--- config.mk ---
export PLATFORM = sky130hd
export DESIGN_NAME = half_dot_v_v
export DESIGN_NICKNAME = d
export VERILOG_FILES = /design/src/rtl/half_dot_v_v.sv
export SDC_FILE = /design/constraint.sdc
export NUM_CORES = 2
export LEC_CHECK = 0
export BUFFER_PORTS_ARGS = -buffer_cell sky130_fd_sc_hd__buf_2
export CORE_MARGIN = 5
export CORE_UTILIZATION = 30
export DETAILED_ROUTE_END_ITERATION = 12
export PLACE_DENSITY = 0.53
export SYNTH_ARGS = -nofsm -noshare
export SYNTH_HDL_FRONTEND = slang
export SYNTH_SLANG_ARGS = --single-unit
--- constraint.sdc ---
create_clock -name clk -period 35.1 [get_ports clk]
set_input_delay 5.265 -clock clk [delete_from_list [all_inputs] [get_ports clk]]
set_output_delay 5.265 -clock clk [all_outputs]
set_load 0.005 [all_outputs]
--- src/rtl/half_dot_v_v.sv ---
// Sequential binary16 dot product: one multiplier and one adder, time-shared over
// WIDTH element pairs, accumulating strictly in index order with binary16 rounding per step.

package half_fp_pkg;

  localparam logic [15:0] QNAN = 16'h7E00;

  function automatic logic [10:0] sig_of(input logic [15:0] x);
    return {|x[14:10], x[9:0]};
  endfunction

  // Exponent of the significand LSB; subnormals share the minimum normal exponent.
  function automatic int scale_of(input logic [15:0] x);
    int e;
    e = (x[14:10] == 5'd0) ? 1 : int'(x[14:10]);
    return e - 25;
  endfunction

  function automatic int lead_one(input logic [47:0] v);
    int p;
    p = 0;
    for (int i = 0; i < 48; i++) begin
      if (v[i]) p = i;
    end
    return p;
  endfunction

  // Packs sig * 2^scale (sig != 0) into binary16, round-to-nearest-even,
  // overflow to infinity, gradual underflow into subnormals.
  function automatic logic [15:0] round_pack(input logic sign, input logic [47:0] sig,
                                             input int scale);
    int          p;
    int          lsb_exp;
    int          shift;
    int          e_field;
    logic [47:0] mant;
    logic        guard;
    logic        sticky;
    p       = lead_one(sig);
    lsb_exp = p + scale - 10;
    if (lsb_exp < -24) lsb_exp = -24;
    shift  = lsb_exp - scale;
    guard  = 1'b0;
    sticky = 1'b0;
    if (shift <= 0) begin
      mant = sig << (-shift);
    end else if (shift > 48) begin
      mant   = '0;
      sticky = |sig;
    end else begin
      mant   = sig >> shift;
      guard  = sig[shift-1];
      sticky = |(sig & ((48'd1 << (shift - 1)) - 48'd1));
    end
    if (guard && (sticky || mant[0])) mant = mant + 48'd1;
    if (|mant[47:11]) begin
      mant    = mant >> 1;
      lsb_exp = lsb_exp + 1;
    end
    if (mant[10]) begin
      e_field = lsb_exp + 25;
      if (e_field >= 31) return {sign, 5'h1F, 10'h000};
      return {sign, 5'(e_field), mant[9:0]};
    end
    return {sign, 5'd0, mant[9:0]};
  endfunction

  function automatic logic [15:0] mul_f(input logic [15:0] a, input logic [15:0] b);
    logic        a_nan, b_nan, a_inf, b_inf, a_zero, b_zero, s;
    logic [47:0] sig;
    a_nan  = (a[14:10] == 5'h1F) && (a[9:0] != 10'd0);
    b_nan  = (b[14:10] == 5'h1F) && (b[9:0] != 10'd0);
    a_inf  = (a[14:10] == 5'h1F) && (a[9:0] == 10'd0);
    b_inf  = (b[14:10] == 5'h1F) && (b[9:0] == 10'd0);
    a_zero = (a[14:0] == 15'd0);
    b_zero = (b[14:0] == 15'd0);
    s      = a[15] ^ b[15];
    if (a_nan || b_nan || (a_inf && b_zero) || (b_inf && a_zero)) return QNAN;
    if (a_inf || b_inf) return {s, 5'h1F, 10'h000};
    if (a_zero || b_zero) return {s, 15'd0};
    sig = 48'(sig_of(a)) * 48'(sig_of(b));
    return round_pack(s, sig, scale_of(a) + scale_of(b));
  endfunction

  // Operands are aligned exactly (at most 29 bits of shift) before one rounding.
  // Every exactly-zero sum, including -0 + -0, comes out as +0.
  function automatic logic [15:0] add_f(input logic [15:0] a, input logic [15:0] b);
    logic        a_nan, b_nan, a_inf, b_inf, s;
    logic [47:0] siga, sigb, sum;
    int          sca, scb, mn;
    a_nan = (a[14:10] == 5'h1F) && (a[9:0] != 10'd0);
    b_nan = (b[14:10] == 5'h1F) && (b[9:0] != 10'd0);
    a_inf = (a[14:10] == 5'h1F) && (a[9:0] == 10'd0);
    b_inf = (b[14:10] == 5'h1F) && (b[9:0] == 10'd0);
    if (a_nan || b_nan) return QNAN;
    if (a_inf && b_inf && (a[15] != b[15])) return QNAN;
    if (a_inf) return {a[15], 5'h1F, 10'h000};
    if (b_inf) return {b[15], 5'h1F, 10'h000};
    sca  = scale_of(a);
    scb  = scale_of(b);
    mn   = (sca < scb) ? sca : scb;
    siga = 48'(sig_of(a)) << (sca - mn);
    sigb = 48'(sig_of(b)) << (scb - mn);
    if (a[15] == b[15]) begin
      sum = siga + sigb;
      s   = a[15];
    end else if (siga >= sigb) begin
      sum = siga - sigb;
      s   = a[15];
    end else begin
      sum = sigb - siga;
      s   = b[15];
    end
    if (sum == 48'd0) return 16'h0000;
    return round_pack(s, sum, mn);
  endfunction

endpackage

// Two-stage binary16 multiplier; out_valid follows in_valid by two cycles.
module half_mul (
  input  logic        clk,
  input  logic        rstn,
  input  logic        in_valid,
  input  logic [15:0] a,
  input  logic [15:0] b,
  output logic        out_valid,
  output logic [15:0] result
);
  logic        v_s1;
  logic [15:0] r_s1;

  always_ff @(posedge clk or negedge rstn) begin
    if (!rstn) begin
      v_s1      <= 1'b0;
      r_s1      <= '0;
      out_valid <= 1'b0;
      result    <= '0;
    end else begin
      v_s1      <= in_valid;
      out_valid <= v_s1;
      if (in_valid) r_s1 <= half_fp_pkg::mul_f(a, b);
      if (v_s1) result <= r_s1;
    end
  end
endmodule

// Three-stage binary16 adder; out_valid follows in_valid by three cycles.
module half_add (
  input  logic        clk,
  input  logic        rstn,
  input  logic        in_valid,
  input  logic [15:0] a,
  input  logic [15:0] b,
  output logic        out_valid,
  output logic [15:0] result
);
  logic        v_s1, v_s2;
  logic [15:0] r_s1, r_s2;

  always_ff @(posedge clk or negedge rstn) begin
    if (!rstn) begin
      v_s1      <= 1'b0;
      v_s2      <= 1'b0;
      r_s1      <= '0;
      r_s2      <= '0;
      out_valid <= 1'b0;
      result    <= '0;
    end else begin
      v_s1      <= in_valid;
      v_s2      <= v_s1;
      out_valid <= v_s2;
      if (in_valid) r_s1 <= half_fp_pkg::add_f(a, b);
      if (v_s1) r_s2 <= r_s1;
      if (v_s2) result <= r_s2;
    end
  end
endmodule

module half_dot_v_v #(
  parameter int WIDTH = 10
) (
  input  logic        clk,
  input  logic        rstn,
  input  logic        start,
  input  logic [15:0] vector_a [WIDTH],
  input  logic [15:0] vector_b [WIDTH],
  output logic        busy,
  output logic        done,
  output logic [15:0] c
);
  localparam int             IW   = (WIDTH > 1) ? $clog2(WIDTH) : 1;
  localparam logic [IW-1:0] LAST = IW'(WIDTH - 1);

  typedef enum logic [2:0] {
    IDLE     = 3'd0,
    MUL_REQ  = 3'd1,
    MUL_WAIT = 3'd2,
    ADD_REQ  = 3'd3,
    ADD_WAIT = 3'd4,
    NEXT     = 3'd5
  } state_t;

  state_t        state, state_d;
  logic [IW-1:0] idx;
  logic [15:0]   acc, prod, c_q;
  logic          done_q;
  logic [15:0]   a_reg [WIDTH];
  logic [15:0]   b_reg [WIDTH];
  logic          accept;

  // Handshake: a submodule samples its operands on the edge where in_valid is high;
  // out_valid is a one-cycle pulse with result valid in that same cycle.
  // At most one request is outstanding, so a pulse is only honoured in the matching WAIT state.
  logic        mul_in_valid, mul_out_valid;
  logic        add_in_valid, add_out_valid;
  logic [15:0] mul_result, add_result;

  half_mul u_mul (
    .clk      (clk),
    .rstn     (rstn),
    .in_valid (mul_in_valid),
    .a        (a_reg[idx]),
    .b        (b_reg[idx]),
    .out_valid(mul_out_valid),
    .result   (mul_result)
  );

  half_add u_add (
    .clk      (clk),
    .rstn     (rstn),
    .in_valid (add_in_valid),
    .a        (acc),
    .b        (prod),
    .out_valid(add_out_valid),
    .result   (add_result)
  );

  // The done cycle is still busy, so a start there is dropped.
  assign busy = (state != IDLE) || done_q;
  assign done = done_q;
  assign c    = c_q;

  always_comb begin
    state_d      = state;
    accept       = 1'b0;
    mul_in_valid = 1'b0;
    add_in_valid = 1'b0;
    case (state)
      IDLE: begin
        if (start && !done_q) begin
          accept  = 1'b1;
          state_d = MUL_REQ;
        end
      end
      MUL_REQ: begin
        mul_in_valid = 1'b1;
        state_d      = MUL_WAIT;
      end
      MUL_WAIT: begin
        if (mul_out_valid) state_d = (idx == '0) ? NEXT : ADD_REQ;
      end
      ADD_REQ: begin
        add_in_valid = 1'b1;
        state_d      = ADD_WAIT;
      end
      ADD_WAIT: begin
        if (add_out_valid) state_d = NEXT;
      end
      NEXT: begin
        state_d = (idx == LAST) ? IDLE : MUL_REQ;
      end
      default: state_d = IDLE;
    endcase
  end

  always_ff @(posedge clk or negedge rstn) begin
    if (!rstn) begin
      state  <= IDLE;
      idx    <= '0;
      acc    <= '0;
      prod   <= '0;
      c_q    <= '0;
      done_q <= 1'b0;
    end else begin
      state  <= state_d;
      done_q <= 1'b0;
      case (state)
        IDLE: if (accept) idx <= '0;
        MUL_WAIT: begin
          if (mul_out_valid) begin
            prod <= mul_result;
            // The first product seeds the accumulator, preserving -0 and NaN payloads.
            if (idx == '0) acc <= mul_result;
          end
        end
        ADD_WAIT: if (add_out_valid) acc <= add_result;
        NEXT: begin
          if (idx == LAST) begin
            c_q    <= acc;
            done_q <= 1'b1;
          end else begin
            idx <= idx + 1'b1;
          end
        end
        default: ;
      endcase
    end
  end

  always_ff @(posedge clk) begin
    if (accept) begin
      for (int i = 0; i < WIDTH; i++) begin
        a_reg[i] <= vector_a[i];
        b_reg[i] <= vector_b[i];
      end
    end
  end

endmodule

==> key figures <==
Status
  • Status: complete, but fails checks
  • Violations in the final reports: capacitance limit, slew limit

Timing
  • Period utilisation layout: 0.929
  • RSZ-0062 raised after global routing: false
  • Final setup violation count: 0
  • Peak Freq: between 30 and 40 MHz
  • Final worst slack: 2.48 ns
  • Slew @ Worst Pin: 1.54 ns
  • Slew headroom: -0.0374
  • TNS Setup: 0 ns
  • Max Slew Vio Count: 6
  • Min cycle time layout: around 33 ns
  • Final Hold Violating Endpoints: 0
  • Clock Skew: 0.0272 ns

Placed design
  • IO buf count: 340
  • DP HPWL: 255000 µm
  • RePlAce Congestion: 1.06
  • Pre-CTS setup slack: about 3.1 ns
  • Cells after DPL: 10.9k
  • Post-placement cell area: 68300 µm²

Route
  • Final wirelength: 314000 µm
  • Routed vias: 69.3k
  • Iteration-0 DRC Markers: roughly 9k
  • Wire length on met2: approximately 130000 µm
  • WL met3: 32400 µm
  • DR top layer: met5
  • Remaining antenna violation count: 0
  • Via density per instance: 6.31
  • Drt pass-1 iters: 6
  • Wl on met1: 136000 µm
  • DR WL/cell: 28.6 µm
  • DRC errors left: 0

Critical path
  • CP arrival: 33.12 ns
  • Crit Path Category: register to register
  • Crit path required time: 35.60 ns
  • Most used cell, CP: a21oi_1
  • Worst r2r src: prod[10]
  • Critical path's slowest cell: mux2i_1
  • CP max stage delay: 0.89 ns
  • CP Launch Point: prod[10]
  • Element type at the critical path start: register
  • CP Capture Type: register
  • Crit-path max FO: 20

Floorplan
  • # IOs: 341
  • Total core area: about 210000 µm²
  • Die W: 468 µm
  • Std-Cell Rows: about 170
  • Initial Util: 0.301
  • Die Span Y: 468 µm
  • Die area: approximately 220000 µm²

Global routing
  • Initial antenna violation count: 41
  • Gr usage total: 0.272
  • Vias in the first global route: 64.6k
  • Largest net degree at the start of global routing: 95
  • Global-route wire length before repair: ~450000 µm
  • Aggregate global routing overflow: 0

Cells and area
  • Commonest cells after routing, fill and taps aside: nand2_1, nor2_1, a21oi_1, o21ai_0, inv_1
  • Post-route cell area: between 60000 and 70000 µm²
  • Share of layout cells above drive strength 1: 0.136
  • Area delta synth->final: 10.7%
  • Final nets: around 8.9k
  • Most common cell after layout, fill and taps aside: nand2_1
  • Post-Layout Cell Count: about 11k

Clock tree
  • Worst-Skew Late Latency: 0.63 ns
  • Worst-path clk slew: ~0.07 ns
  • CTS tree: built
  • Sink Count: 461
  • CTS max path bufs: 3
  • Htree depth: 2
  • Post-CTS sizing: 0
  • Setup Buffers After CTS: 0
  • Hold_buf cts: 0
  • Root buffer cell: clkbuf_16
  • Clock buffer count from CTS: 43

Synth
  • Yosys warns: 0
  • Async S/R FF share, synth: 0.306
  • FF+latch count, synth: roughly 460
  • Gate Count Post-Synth: 8018
  • Sequential fraction of the synthesis area: 0.208
  • Mapped Avg Cell Area: 7.86 µm²
  • Synth cell types: 122
  • Post-synth EDFFs: 320
  • Synth Cell Area: 63000 µm²
  • Synth Flop Type: edfxtp_1
  • Synthesized Nets: 8763

Min path
  • Min-delay worst type: register to register
  • HP Start: u_mul.r_s1[15]

Run
  • Max Cap Violations: 1
-- routing by layer --
layer | vias to the layer above | GRT usage
met5 | - | 0
met4 | 46 | 0.0967
met3 | 608 | 0.0646
met2 | 4015 | 0.404
met1 | 34000 | 0.382
li1 | 30600 | -
-- critical path, delay by kind of cell (launching register included) --
| kind | cells | cell delay (ns) |
|---|---|---|
| and+or+nand+nor | 46 | 11.40 |
| AOI/OAI and AO/OA | 46 | 10.83 |
| adders and majority gates | 13 | 4.37 |
| buffers and inverters | 14 | 2.33 |
| xor gates and xnor gates | 4 | 1.86 |
| muxes | 2 | 1.18 |
| DFF | 1 | 0.44 |
-- stage by stage --
step           utilization  hold WS [ns]
4_1_cts              0.333         0.481
3_5_place_dp         0.326         0.467
5_1_grt              0.333         0.510
2_1_floorplan            -         0.352
6_report             0.333         0.479
3_3_place_gp         0.326         0.458
-- cells in the mapped netlist, types with 127 or more instances --
| cell type | count | area [µm²] |
|---|---|---|
| clkbuf_1 | 406 | 1520 |
| nand3_1 | 248 | 1240 |
| inv_1 | 394 | 1480 |
| a211oi_1 | 128 | 961 |
| o21ai_0 | 450 | 2250 |
| mux2_2 | 145 | 1630 |
| nand4_1 | 153 | 957 |
| edfxtp_1 | 320 | 9610 |
| dfrtp_1 | 141 | 3530 |
| nand2_1 | 773 | 2900 |
| nor3_1 | 267 | 1340 |
| mux4_2 | 127 | 2860 |
| xnor2_1 | 194 | 1700 |
| nor2_1 | 755 | 2830 |
| mux2i_1 | 184 | 1840 |
| ha_1 | 334 | 4180 |
| a21oi_1 | 639 | 3200 |
-- final timing paths --
check | endpoint | slack [ns] | depth (start not counted)
max in group asynchronous | c[8] | 29.03 | 2
worst max register to register | u_add.r_s1[10] | 2.48 | 125
min in group asynchronous | u_mul.r_s1[11] | 4.72 | 1
worst min register to register | u_mul.r_s1[15] | 0.48 | 2
worst max-delay path | u_add.r_s1[10] | 2.48 | 125
worst min-delay path | u_mul.r_s1[15] | 0.48 | 2
-- cell type report --
| type | count | area [µm²] |
|---|---|---|
| timing repair buffer | 538 | 3190 |
| fill | 22300 | 140000 |
| clock buffer | 55 | 1180 |
| multi-input combinational | 6675 | 46900 |
| sequential | 461 | 13100 |
| clock inverter | 21 | 244 |
| tap | 2805 | 3510 |
| inverter | 402 | 1510 |
| antenna | 15 | 37.5 |
-- cells by family after synthesis --
kind of cell               Yosys count  share of synthesized area
adders and majority gates          425                     0.0947
and+or+nand+nor                   3003                      0.235
muxes                              456                      0.100
xor gates and xnor gates           280                     0.0393
AOI/OAI and AO/OA                 2511                      0.269
buffers and inverters              882                     0.0528
DFF                                461                      0.208
Power is not shown: default switching activity piles up to over one toggle a cycle in this logic, so the estimate is an artifact.
